===== src/rtl/operand_fetch_seq.sv =====
// operand_fetch_seq
// Sequencer wrapped around a 16x32 register file that has only one read
// port (A) and one write port (C). One instruction is taken at a time:
// its source registers are read one after the other through port A, the
// operands are handed to the ALU with a valid/ready handshake, and the ALU
// result is written back through port C.
//
// Instruction layout:
//   [31:27] opcode
//   [26:23] ra  destination register
//   [22:19] rb  first source register
//   [18:15] rc  second source register (R-format only)
//   [18:0]  C   signed immediate (I-format only)
//
// Opcodes 0..R_OP_HI are R-format (two register operands), opcodes
// IMM_OP_LO..IMM_OP_HI are I-format (register plus sign-extended
// immediate). Any other opcode is dropped with a one-cycle out_illegal pulse.
//
// Every output comes straight from a flop. Each value is loaded on the edge
// that enters the state where it has to be visible. For example, out_Aselect
// is set to rb on the accept edge so the register file can return rb's
// contents during READ_B.

module operand_fetch_seq #(
   parameter int         DATA_W    = 32,
   parameter int         SEL_W     = 4,
   parameter int         IMM_W     = 19,
   parameter logic [4:0] IMM_OP_LO = 5'd12,
   parameter logic [4:0] IMM_OP_HI = 5'd14,
   parameter logic [4:0] R_OP_HI   = 5'd11
) (
   input  logic              in_clk,
   input  logic              in_clr,
   input  logic [31:0]       in_instr,
   input  logic              in_instr_valid,
   output logic              out_instr_ready,
   output logic [SEL_W-1:0]  out_Aselect,
   input  logic [DATA_W-1:0] in_Adata,
   output logic [DATA_W-1:0] out_opA,
   output logic [DATA_W-1:0] out_opB,
   output logic [4:0]        out_opcode,
   output logic              out_op_valid,
   input  logic              in_op_ready,
   input  logic [DATA_W-1:0] in_result,
   input  logic              in_result_valid,
   output logic [DATA_W-1:0] out_Cdata,
   output logic [SEL_W-1:0]  out_Cselect,
   output logic              out_write,
   output logic              out_illegal
);

   typedef enum logic [2:0] {
      IDLE,
      READ_B,
      READ_C,
      ISSUE,
      WAIT_RES,
      WRITE
   } state_t;

   state_t state;

   // Fields of the incoming instruction, split out for readability.
   logic [4:0]       new_opcode;
   logic [SEL_W-1:0] new_ra;
   logic [SEL_W-1:0] new_rb;
   logic [SEL_W-1:0] new_rc;
   logic [IMM_W-1:0] new_imm;
   logic             new_is_r;
   logic             new_is_i;

   // Fields kept from the accepted instruction while it is being worked on.
   logic [SEL_W-1:0] ra_q;
   logic [SEL_W-1:0] rc_q;
   logic [IMM_W-1:0] imm_q;
   logic             is_imm_q;

   // Immediate widened to the operand width by copying its sign bit.
   logic [DATA_W-1:0] imm_sext;

   assign new_opcode = in_instr[31:27];
   assign new_ra     = in_instr[26:23];
   assign new_rb     = in_instr[22:19];
   assign new_rc     = in_instr[18:15];
   assign new_imm    = in_instr[18:0];

   // Work out the instruction format from the opcode range it falls in.
   always_comb begin
      new_is_r = 1'b0;
      new_is_i = 1'b0;
      if (new_opcode <= R_OP_HI) begin
         new_is_r = 1'b1;
      end
      if ((new_opcode >= IMM_OP_LO) && (new_opcode <= IMM_OP_HI)) begin
         new_is_i = 1'b1;
      end
   end

   assign imm_sext = {{(DATA_W - IMM_W){imm_q[IMM_W-1]}}, imm_q};

   // Sequencer FSM. It owns every registered output and every stored
   // instruction field. Reset drops any instruction that is in flight.
   always_ff @(posedge in_clk or negedge in_clr) begin
      if (!in_clr) begin
         state           <= IDLE;
         out_instr_ready <= 1'b1;
         out_Aselect     <= '0;
         out_opA         <= '0;
         out_opB         <= '0;
         out_opcode      <= '0;
         out_op_valid    <= 1'b0;
         out_Cdata       <= '0;
         out_Cselect     <= '0;
         out_write       <= 1'b0;
         out_illegal     <= 1'b0;
         ra_q            <= '0;
         rc_q            <= '0;
         imm_q           <= '0;
         is_imm_q        <= 1'b0;
      end else begin
         // out_write and out_illegal are single-cycle strobes, so they
         // drop again on the next edge unless a state sets them again.
         out_write   <= 1'b0;
         out_illegal <= 1'b0;

         case (state)
            IDLE: begin
               if (in_instr_valid) begin
                  out_opcode <= new_opcode;
                  ra_q       <= new_ra;
                  rc_q       <= new_rc;
                  imm_q      <= new_imm;
                  if (new_is_r || new_is_i) begin
                     is_imm_q        <= new_is_i;
                     out_Aselect     <= new_rb;
                     out_instr_ready <= 1'b0;
                     state           <= READ_B;
                  end else begin
                     out_illegal <= 1'b1;
                  end
               end
            end

            READ_B: begin
               out_opA <= in_Adata;
               if (is_imm_q) begin
                  // I-format needs only one register read. The second
                  // operand is the immediate.
                  out_opB      <= imm_sext;
                  out_Aselect  <= '0;
                  out_op_valid <= 1'b1;
                  state        <= ISSUE;
               end else begin
                  out_Aselect <= rc_q;
                  state       <= READ_C;
               end
            end

            READ_C: begin
               out_opB      <= in_Adata;
               out_Aselect  <= '0;
               out_op_valid <= 1'b1;
               state        <= ISSUE;
            end

            ISSUE: begin
               // Operands and opcode stay put until the ALU takes them.
               // A result strobe seen here is not ours yet, so it is ignored.
               if (in_op_ready) begin
                  out_op_valid <= 1'b0;
                  state        <= WAIT_RES;
               end
            end

            WAIT_RES: begin
               if (in_result_valid) begin
                  out_Cdata   <= in_result;
                  out_Cselect <= ra_q;
                  out_write   <= (ra_q != '0);
                  state       <= WRITE;
               end
            end

            WRITE: begin
               out_instr_ready <= 1'b1;
               state           <= IDLE;
            end

            default: begin
               out_instr_ready <= 1'b1;
               out_op_valid    <= 1'b0;
               out_Aselect     <= '0;
               state           <= IDLE;
            end
         endcase
      end
   end

endmodule


===== config.mk =====
export PLATFORM = sky130hd
export DESIGN_NAME = operand_fetch_seq
export DESIGN_NICKNAME = d
export VERILOG_FILES = /design/src/rtl/operand_fetch_seq.sv
export SDC_FILE = /design/constraint.sdc
export NUM_CORES = 1
export LEC_CHECK = 0
export BUFFER_PORTS_ARGS = -buffer_cell sky130_fd_sc_hd__buf_2
export CORE_ASPECT_RATIO = 2
export CORE_MARGIN = 5
export CORE_UTILIZATION = 55
export CTS_BUF_LIST = sky130_fd_sc_hd__clkbuf_8
export DETAILED_ROUTE_END_ITERATION = 12
export GPL_TIMING_DRIVEN = 0
export HOLD_SLACK_MARGIN = 0.15
export PLACE_DENSITY_LB_ADDON = 0.15
export SYNTH_ARGS = -nofsm -noshare
export SYNTH_HDL_FRONTEND = slang
export SYNTH_SLANG_ARGS = --single-unit

===== constraint.sdc =====
create_clock -name in_clk -period 4.35 [get_ports in_clk]
set_input_delay 0.2175 -clock in_clk [delete_from_list [all_inputs] [get_ports in_clk]]
set_output_delay 0.2175 -clock in_clk [all_outputs]
set_load 0.005 [all_outputs]

* Word-level counts from Yosys, hierarchy flattened *
Index checks and enable logic that the tools add are counted.

storage, ports and cells
  output and inout bits = 113
  register bits = 144
  word-level logic and storage cells = 72
  bits of input ports = 101

operators by class
  bitwise operators = 3
  order comparisons = 3
  equality and inequality tests = 10
  mux-type cells = 25
  reduce and logical (&&, ||, !) cells = 16

operator list
  kind                                                            count
  case mux 32 bit (2 select lines)                                1
  two-way mux 32 bit                                              1
  case mux 3 bit (5 select lines)                                 1
  two-way mux 1 bit                                               12
  two-way mux 3 bit                                               4
  two-way mux 4 bit                                               3
  case mux 4 bit (3 select lines)                                 1
  AND reduction 3 bit                                             4
  less-or-equal comparator 5 x 4 -> 1 bit, second input constant  2
  inequality test 2 bit, second input constant                    5
  == test 3 x 2 -> 1 bit, second input constant                   2
  == test 3 bit, second input constant                            2
  AND reduction 2 bit                                             3
  OR reduction 3 bit                                              2
  >= comparator 5 x 4 -> 1 bit, second input constant             1
  case mux 1 bit (4 select lines)                                 1
  AND reduction 4 bit                                             1
  nonzero test 4 bit                                              1
  OR reduction 4 bit                                              1
  == test 3 x 1 -> 1 bit, second input constant                   1
  logical NOT 3 bit                                               1
  NOT 1 bit                                                       3
  case mux 1 bit (2 select lines)                                 1
  nonzero test 2 bit                                              1
  2 further kinds                                                 2

* Depth between registers and ports, before layout *
Gate-level depths: netlist of run 1.

  word-level depth = 7
  gate-level depth with buffers = 7
  mapped depth without buffers = 4

* Worst setup path before layout of run 1 *
OpenSTA, ideal clock, no wires.

  kind = register to register
  from = reg state[1]
  to = reg out_opA[0]
  data required time = 4.225 ns
  clock period less this slack = 1.493 ns
  cell stages (with the launch flop) = 5
  library setup time = 0.125 ns
  path buffers = 2
  setup slack = 2.857 ns
  arrival = 1.368 ns
  cell sequence = dfrtp_1 > buf_6 > nor3b_2 > buf_4 > mux2_2

between the ends
  word-level cells in the longest chain between the ends = 1

RTL lines
  element                 line  RTL
  from (decl)             61    state_t state;
  from (signal assigned)  105   state <= IDLE;
  from (signal assigned)  137   state <= READ_B;
  from (signal assigned)  152   state <= ISSUE;
  == test 3 x 1 -> 1 bit  126   case (state)
  to (signal assigned)    145   out_opA <= in_Adata;
  to (decl)               39    output logic [DATA_W-1:0] out_opA,

No other way between the ends.
A chain may end at the register's enable or synchronous reset.

* Worst setup path in the final report of run 1 *
  from = reg state[0]
  to = reg is_imm_q

between the ends
  word-level cells in the longest chain between the ends = 2

RTL lines
  element                               line  RTL
  logical NOT 3 bit                     126
  AND reduction 3 bit (no source line)  -
  to (signal assigned)                  134   is_imm_q <= new_is_i;
  to (decl)                             76    logic is_imm_q;

No other way between the ends.

==> impl_metrics.json, run 1 <==
{
  "cts_buffers": 17,
  "skew_ns": 0.0105,
  "synth.top_cell.area_share": 0.609,
  "tightest_slew_ns": 0.553,
  "via_count": 5101,
  "hp-class": "input port to flip-flop",
  "async_flop_share": 1.00,
  "cp_common_cell": "a21oi_1",
  "synth.most_common_cell": "dfrtp_1",
  "synth_area_leaders": "dfrtp_1, mux2_2, nand2_1",
  "crit_type": "flip-flop to flip-flop",
  "cts_setup_buffers": 0,
  "peakVddDrop_mv": 0.413,
  "critPathCaptureType": "flip-flop",
  "fin_total_pwr_uw": 5920,
  "initial_utilization": 0.562,
  "cp_max_fo": 8,
  "ctsHtreeMaxLevel": 4,
  "required_ns": 4.72,
  "routedWlPerCell_um": 17.7,
  "status": "completed",
  "cap_violations": 0,
  "layout-drive-gt1-share": 0.399,
  "clk_pin_slew_ns": 0.08,
  "yosys_warnings": 0,
  "drtAntennaViolNets": 0,
  "relSlewSlack": 0.628,
  "p_leak_uw": 0.00418,
  "fillers": 573,
  "rows": 52,
  "synthTopCellsByCount": "dfrtp_1, nand2_1, mux2_2",
  "crit_path_max_incr_delay_ns": 0.55,
  "cp_data_arrival_time_ns": 2.26,
  "yosysTopAreaCell": "dfrtp_1",
  "worst_path_max_delay_cell": "dlygate4sd3_1",
  "syn2layout_area_growth_pct": 46.3,
  "clockBufferDepth": 2,
  "dieWidth_um": 82.0,
  "syn-cell-area_sq_um": 5710,
  "fmax_mhz": 529,
  "viasPerCell": 5.24,
  "gp_congestion": 0.816,
  "synth_cells": 496,
  "cts_sinks": 140,
  "whs_ns": 0.186,
  "hpwl_um": 11100,
  "grt.total_usage": 0.286,
  "critPathLaunchType": "flip-flop",
  "cts_tree": "built",
  "clock_latency_ns": 0.44,
  "finalCritPeriodShare": 0.435,
  "synth_nets": 597,
  "grt_max_degree": 92,
  "hold_violations": 0,
  "initialDrtViolationCount": 141,
  "cts_root_buffer": "clkbuf_8",
  "finalCriticalPeriod_ns": 1.89,
  "drcViolationCount": 0,
  "pin_count": 214,
  "synth-seq-cells": 140,
  "crit_chain": "buf_4, nor4b_4, nor2b_1, a21oi_1, a21oi_1, dlygate4sd3_1",
  "wl_um": 17200,
  "synthFlopType": "dfrtp_1",
  "setup-tns-final_ns": 0,
  "grt_pass1_vias": 5606,
  "grt_overflow_total": 0,
  "antenna_found_initial": 2,
  "yosysSeqAreaShare": 0.614,
  "setup_viol": 0,
  "ys_types": 34,
  "rsz0062_at_grt": "no",
  "fp.coreArea_sq_um": 10100,
  "final_nets": 926,
  "drv_slew": 0,
  "grt_pass1_wl_um": 27300,
  "synth_edf_count": 0,
  "port-buffer-count": 213,
  "die-area_sq_um": 12600,
  "chipHeight_um": 154,
  "avgSynthCellArea_sq_um": 11.5,
  "drtPass1Iterations": 4,
  "powerDensity_nw_per_um2": 709
}
## routing by layer
| layer | up-vias | wire length [um] | part of all wire | GRT usage |
|---|---|---|---|---|
| met1 | 2477 | 5830 | 0.34 | 0.297 |
| met2 | 240 | 9510 | 0.55 | 0.501 |
| li1 | 2319 | - | - | - |
| met4 | 0 | 792 | 0.046 | 0.166 |
| met3 | 65 | 1080 | 0.063 | 0.0726 |
| met5 | - | 0 | 0 | 0 |
## report_power, final
part,switching (uW),internal [uW]
Clock,489,591
Combinational,1300,1240
Sequential,359,1950
## placed cells by master, fill, tap and decap left out, types with 5 or more instances in the layout
cell type / instances
a21oi_1: 51
buf_2: 222
buf_4: 14
clkbuf_8: 19
dfrtp_1: 139
dlygate4sd3_1: 96
inv_1: 6
mux2_2: 58
mux2i_1: 18
nand2_1: 118
nor2_1: 36
nor2b_1: 5
o21ai_0: 7
## worst max-delay path, delay by kind of cell (launching register included)
| kind | cells | cell delay (ns) |
|---|---|---|
| compound gates | 2 | 0.19 |
| flops | 1 | 0.36 |
| buf+inv | 2 | 0.71 |
| simple gates | 2 | 0.56 |
## path summary, 6_finish.rpt
path,startpoint,endpoint,slack (ns),cells past startpoint
hold / removal,in_instr_valid,state[0],0.19,3
min in group asynchronous,in_clr,out_opA[26],0.29,2
max in group asynchronous,in_clr,ra_q[1],3.26,3
setup reg to reg,state[0],is_imm_q,2.46,6
hold reg to reg,out_Cselect[3],out_Cselect[3],0.48,2
setup / recovery,state[0],is_imm_q,2.46,6
## logic make-up after synthesis
kind of cell,share of synthesized area
buf+inv,0.0384
simple gates,0.126
flops,0.614
compound gates,0.0704
xor+xnor,0.00153
mux,0.150
## sequential cells by signal (all words and copies together), names as in the netlist
| register | count |
|---|---|
| out_illegal | 1 |
| out_opA | 32 |
| out_Cselect | 4 |
| is_imm_q | 1 |
| out_opB | 32 |
| imm_q | 15 |
| out_Cdata | 32 |
| out_op_valid | 1 |
| ra_q | 4 |
| out_instr_ready | 1 |
| state | 3 |
| out_write | 1 |
| rc_q | 4 |
| out_Aselect | 4 |
| out_opcode | 5 |
## through the flow
step                cell area [sq um]  utilization  std cells  setup WS, ns
floorplan                        5710            -        496          2.86
global placement                 6940        0.684        844          1.21
detailed placement               6980        0.687        845          2.56
CTS                              8350        0.822        972          2.44
global route                     8350        0.823        974          2.25
finish                           8350        0.823        974          2.46
## timing repair
action | CTS | global route
hold endpoints to repair | 176 | 0
gates resized for setup | 0 | 0
hold buffers | 96 | 0
## final cells by class
cell class | instances | area (sq um) | area share
clock inverters | 12 | 148 | 0.0177
flip-flops and latches | 140 | 3500 | 0.420
well taps | 135 | 169 | 0.0202
inverters | 5 | 18.8 | 0.00225
diodes | 2 | 5.00 | 0.000599
multi-input cells | 321 | 1980 | 0.238
repair buffers | 310 | 2060 | 0.247
clock buffers | 19 | 262 | 0.0313
plain buffers | 30 | 200 | 0.0240
Note: power is estimated with default switching activity, not from simulation.
==> run 2, diff against run 1 <==
--- a/config.mk
+++ b/config.mk
@@ -8,7 +8,7 @@
 export BUFFER_PORTS_ARGS = -buffer_cell sky130_fd_sc_hd__buf_2
 export CORE_ASPECT_RATIO = 2
 export CORE_MARGIN = 5
-export CORE_UTILIZATION = 55
+export CORE_UTILIZATION = 46
 export CTS_BUF_LIST = sky130_fd_sc_hd__clkbuf_8
 export DETAILED_ROUTE_END_ITERATION = 12
 export GPL_TIMING_DRIVEN = 0
==> constraint.sdc (replaced) <==
create_clock -name in_clk -period 1.7 [get_ports in_clk]
set_input_delay 0.085 -clock in_clk [delete_from_list [all_inputs] [get_ports in_clk]]
set_output_delay 0.085 -clock in_clk [all_outputs]
set_load 0.005 [all_outputs]
==> run 2 against run 1 <==
Compared with the run above: total power increased to 2.5 times the previous value; global-route usage decreased by 6.3 points; non-clock buffer count increased by 8; count of clock-buffer cells in the layout decreased by 2; sequential share of layout area decreased by 0.50 points; first-iteration DRC count decreased by 2.1%; sequential power increased to 2.5 times the previous value; hold slack got worse by 0.0014 ns; critical path type unchanged; critical endpoint is now out_opcode[2].
==> impl_metrics.json, run 2 (synthesized netlist as in run 1, its figures left out) <==
{
  "initial_utilization": 0.468,
  "gp_congestion": 0.803,
  "fmax_mhz": 597,
  "cts_sinks": 140,
  "hold_violations": 0,
  "grt_max_degree": 77,
  "fin_ws_ns": 0.0238,
  "cap_violations": 0,
  "finalCritPeriodShare": 0.986,
  "grt_overflow_total": 0,
  "rows": 57,
  "finalCriticalPeriod_ns": 1.68,
  "peakVddDrop_mv": 0.977,
  "grt_pass1_wl_um": 25800,
  "reg.largest.list": "out_Cdata: 32 flops, out_opA: 32 flops, out_opB: 32 flops",
  "worst_path_max_delay_cell": "dfrtp_1",
  "critPathLaunchType": "flip-flop",
  "drtAntennaViolNets": 0,
  "drcViolationCount": 0,
  "antenna_found_initial": 0,
  "ctsHtreeMaxLevel": 4,
  "skew_ns": 0.0148,
  "routedWlPerCell_um": 16.6,
  "cp_max_fo": 10,
  "rsz0062_at_grt": "yes",
  "most-common-layout-cells": "buf_2, dfrtp_1, nand2_1, dlygate4sd3_1, mux2_2",
  "clockBufferDepth": 2,
  "p_leak_uw": 0.00420,
  "place_ws_ns": -0.0386,
  "fp.coreArea_sq_um": 12200,
  "multi_input_area_sq_um": 2020,
  "via_count": 4916,
  "final_nets": 935,
  "grt.total_usage": 0.224,
  "syn2layout_area_growth_pct": 48.1,
  "setup_viol": 0,
  "clock_latency_ns": 0.44,
  "cts_tree": "built",
  "viasPerCell": 4.95,
  "tightest_slew_ns": 0.702,
  "path_buf_inv": 2,
  "grt_pass1_vias": 5393,
  "pin_count": 214,
  "seq_area_sq_um": 3500,
  "fillers": 924,
  "die-area_sq_um": 14900,
  "relSlewSlack": 0.532,
  "cp_common_cell": "buf_4",
  "cts_root_buffer": "clkbuf_8",
  "cts_buffers": 17,
  "initialDrtViolationCount": 138,
  "crit_path_max_incr_delay_ns": 0.37,
  "hp-class": "input port to flip-flop",
  "wl_um": 16500,
  "powerDensity_nw_per_um2": 1780,
  "critPathTopFamily": "buffers and inverters",
  "mostFrequentLayoutCell": "buf_2",
  "whs_ns": 0.185,
  "dieWidth_um": 88.8,
  "drv_slew": 0,
  "crit_type": "flip-flop to flip-flop",
  "crit_chain": "buf_4, nor4b_4, buf_4, mux2_2",
  "critPathCaptureType": "flip-flop",
  "chipHeight_um": 168,
  "status": "completed",
  "drtPass1Iterations": 4,
  "required_ns": 2.01,
  "port-buffer-count": 213,
  "hpwl_um": 11600,
  "cp_data_arrival_time_ns": 1.98,
  "antennaDiodeCount": 0,
  "clk_pin_slew_ns": 0.09,
  "layout-drive-gt1-share": 0.403
}
[run 2: metrics by stage]
stage	utilization	TNS, ns	total power, uW	instances	instance area, sq um
floorplan	-	0	9530	496	5710
global placement	0.571	-183.11	11800	856	6960
detailed placement	0.573	-0.404	12100	857	6990
CTS	0.689	0	15000	991	8400
global route	0.693	-0.577	16100	993	8450
finish	0.693	0	15000	993	8450
[run 2: timing repair]
item | 4_1_cts | 5_1_grt
setup endpoints to repair | 37 | 92
hold buffers | 100 | 0
cloned | 0 | 1
setup buffers | 3 | 1
gates resized for setup | 1 | 9
hold endpoints to repair | 210 | 0
pin swaps | 1 | 2
[run 2: final cells by class]
| cell class | instances | area share |
|---|---|---|
| inverter | 5 | 0.00222 |
| clock buffer | 17 | 0.0277 |
| clock inverter | 14 | 0.0176 |
| sequential | 140 | 0.415 |
| tap | 147 | 0.0218 |
| timing repair buffer | 318 | 0.252 |
| buffer | 30 | 0.0250 |
| multi-input combinational | 322 | 0.239 |
[run 2: path summary, 6_finish.rpt]
path	slack, ns	start	cells after the start	to
worst min-delay path	0.18	in_result_valid	5	out_Cdata[15]
worst max register to register	0.02	state[0]	4	out_opcode[2]
worst min register to register	0.47	out_Cdata[3]	2	out_Cdata[3]
min in group asynchronous	0.24	in_clr	2	out_opA[23]
worst max-delay path	0.02	state[0]	4	out_opcode[2]
max in group asynchronous	0.68	in_clr	3	out_opcode[3]
[run 2: tightest hold or removal path, cell delays in order]
cell	delay [ns]
buf_2	0.09
nand3_1	0.09
buf_2	0.20
nand2_1	0.08
nand2_1	0.05
[run 2: power breakdown]
part           total [uW]  internal, uW  switching (uW)
registers            5890          4990             898
clock network        2620          1300            1310
logic                6510          3290            3210
[run 2: per-layer routing]
| metal | up-vias | routed length [um] | global-route usage | part of all wire |
|---|---|---|---|---|
| met3 | 37 | 1030 | 0.0565 | 0.062 |
| li1 | 2338 | - | - | - |
| met1 | 2369 | 5780 | 0.231 | 0.35 |
| met5 | - | 0 | 0 | 0 |
| met4 | 0 | 500 | 0.0941 | 0.030 |
| met2 | 172 | 9190 | 0.410 | 0.56 |
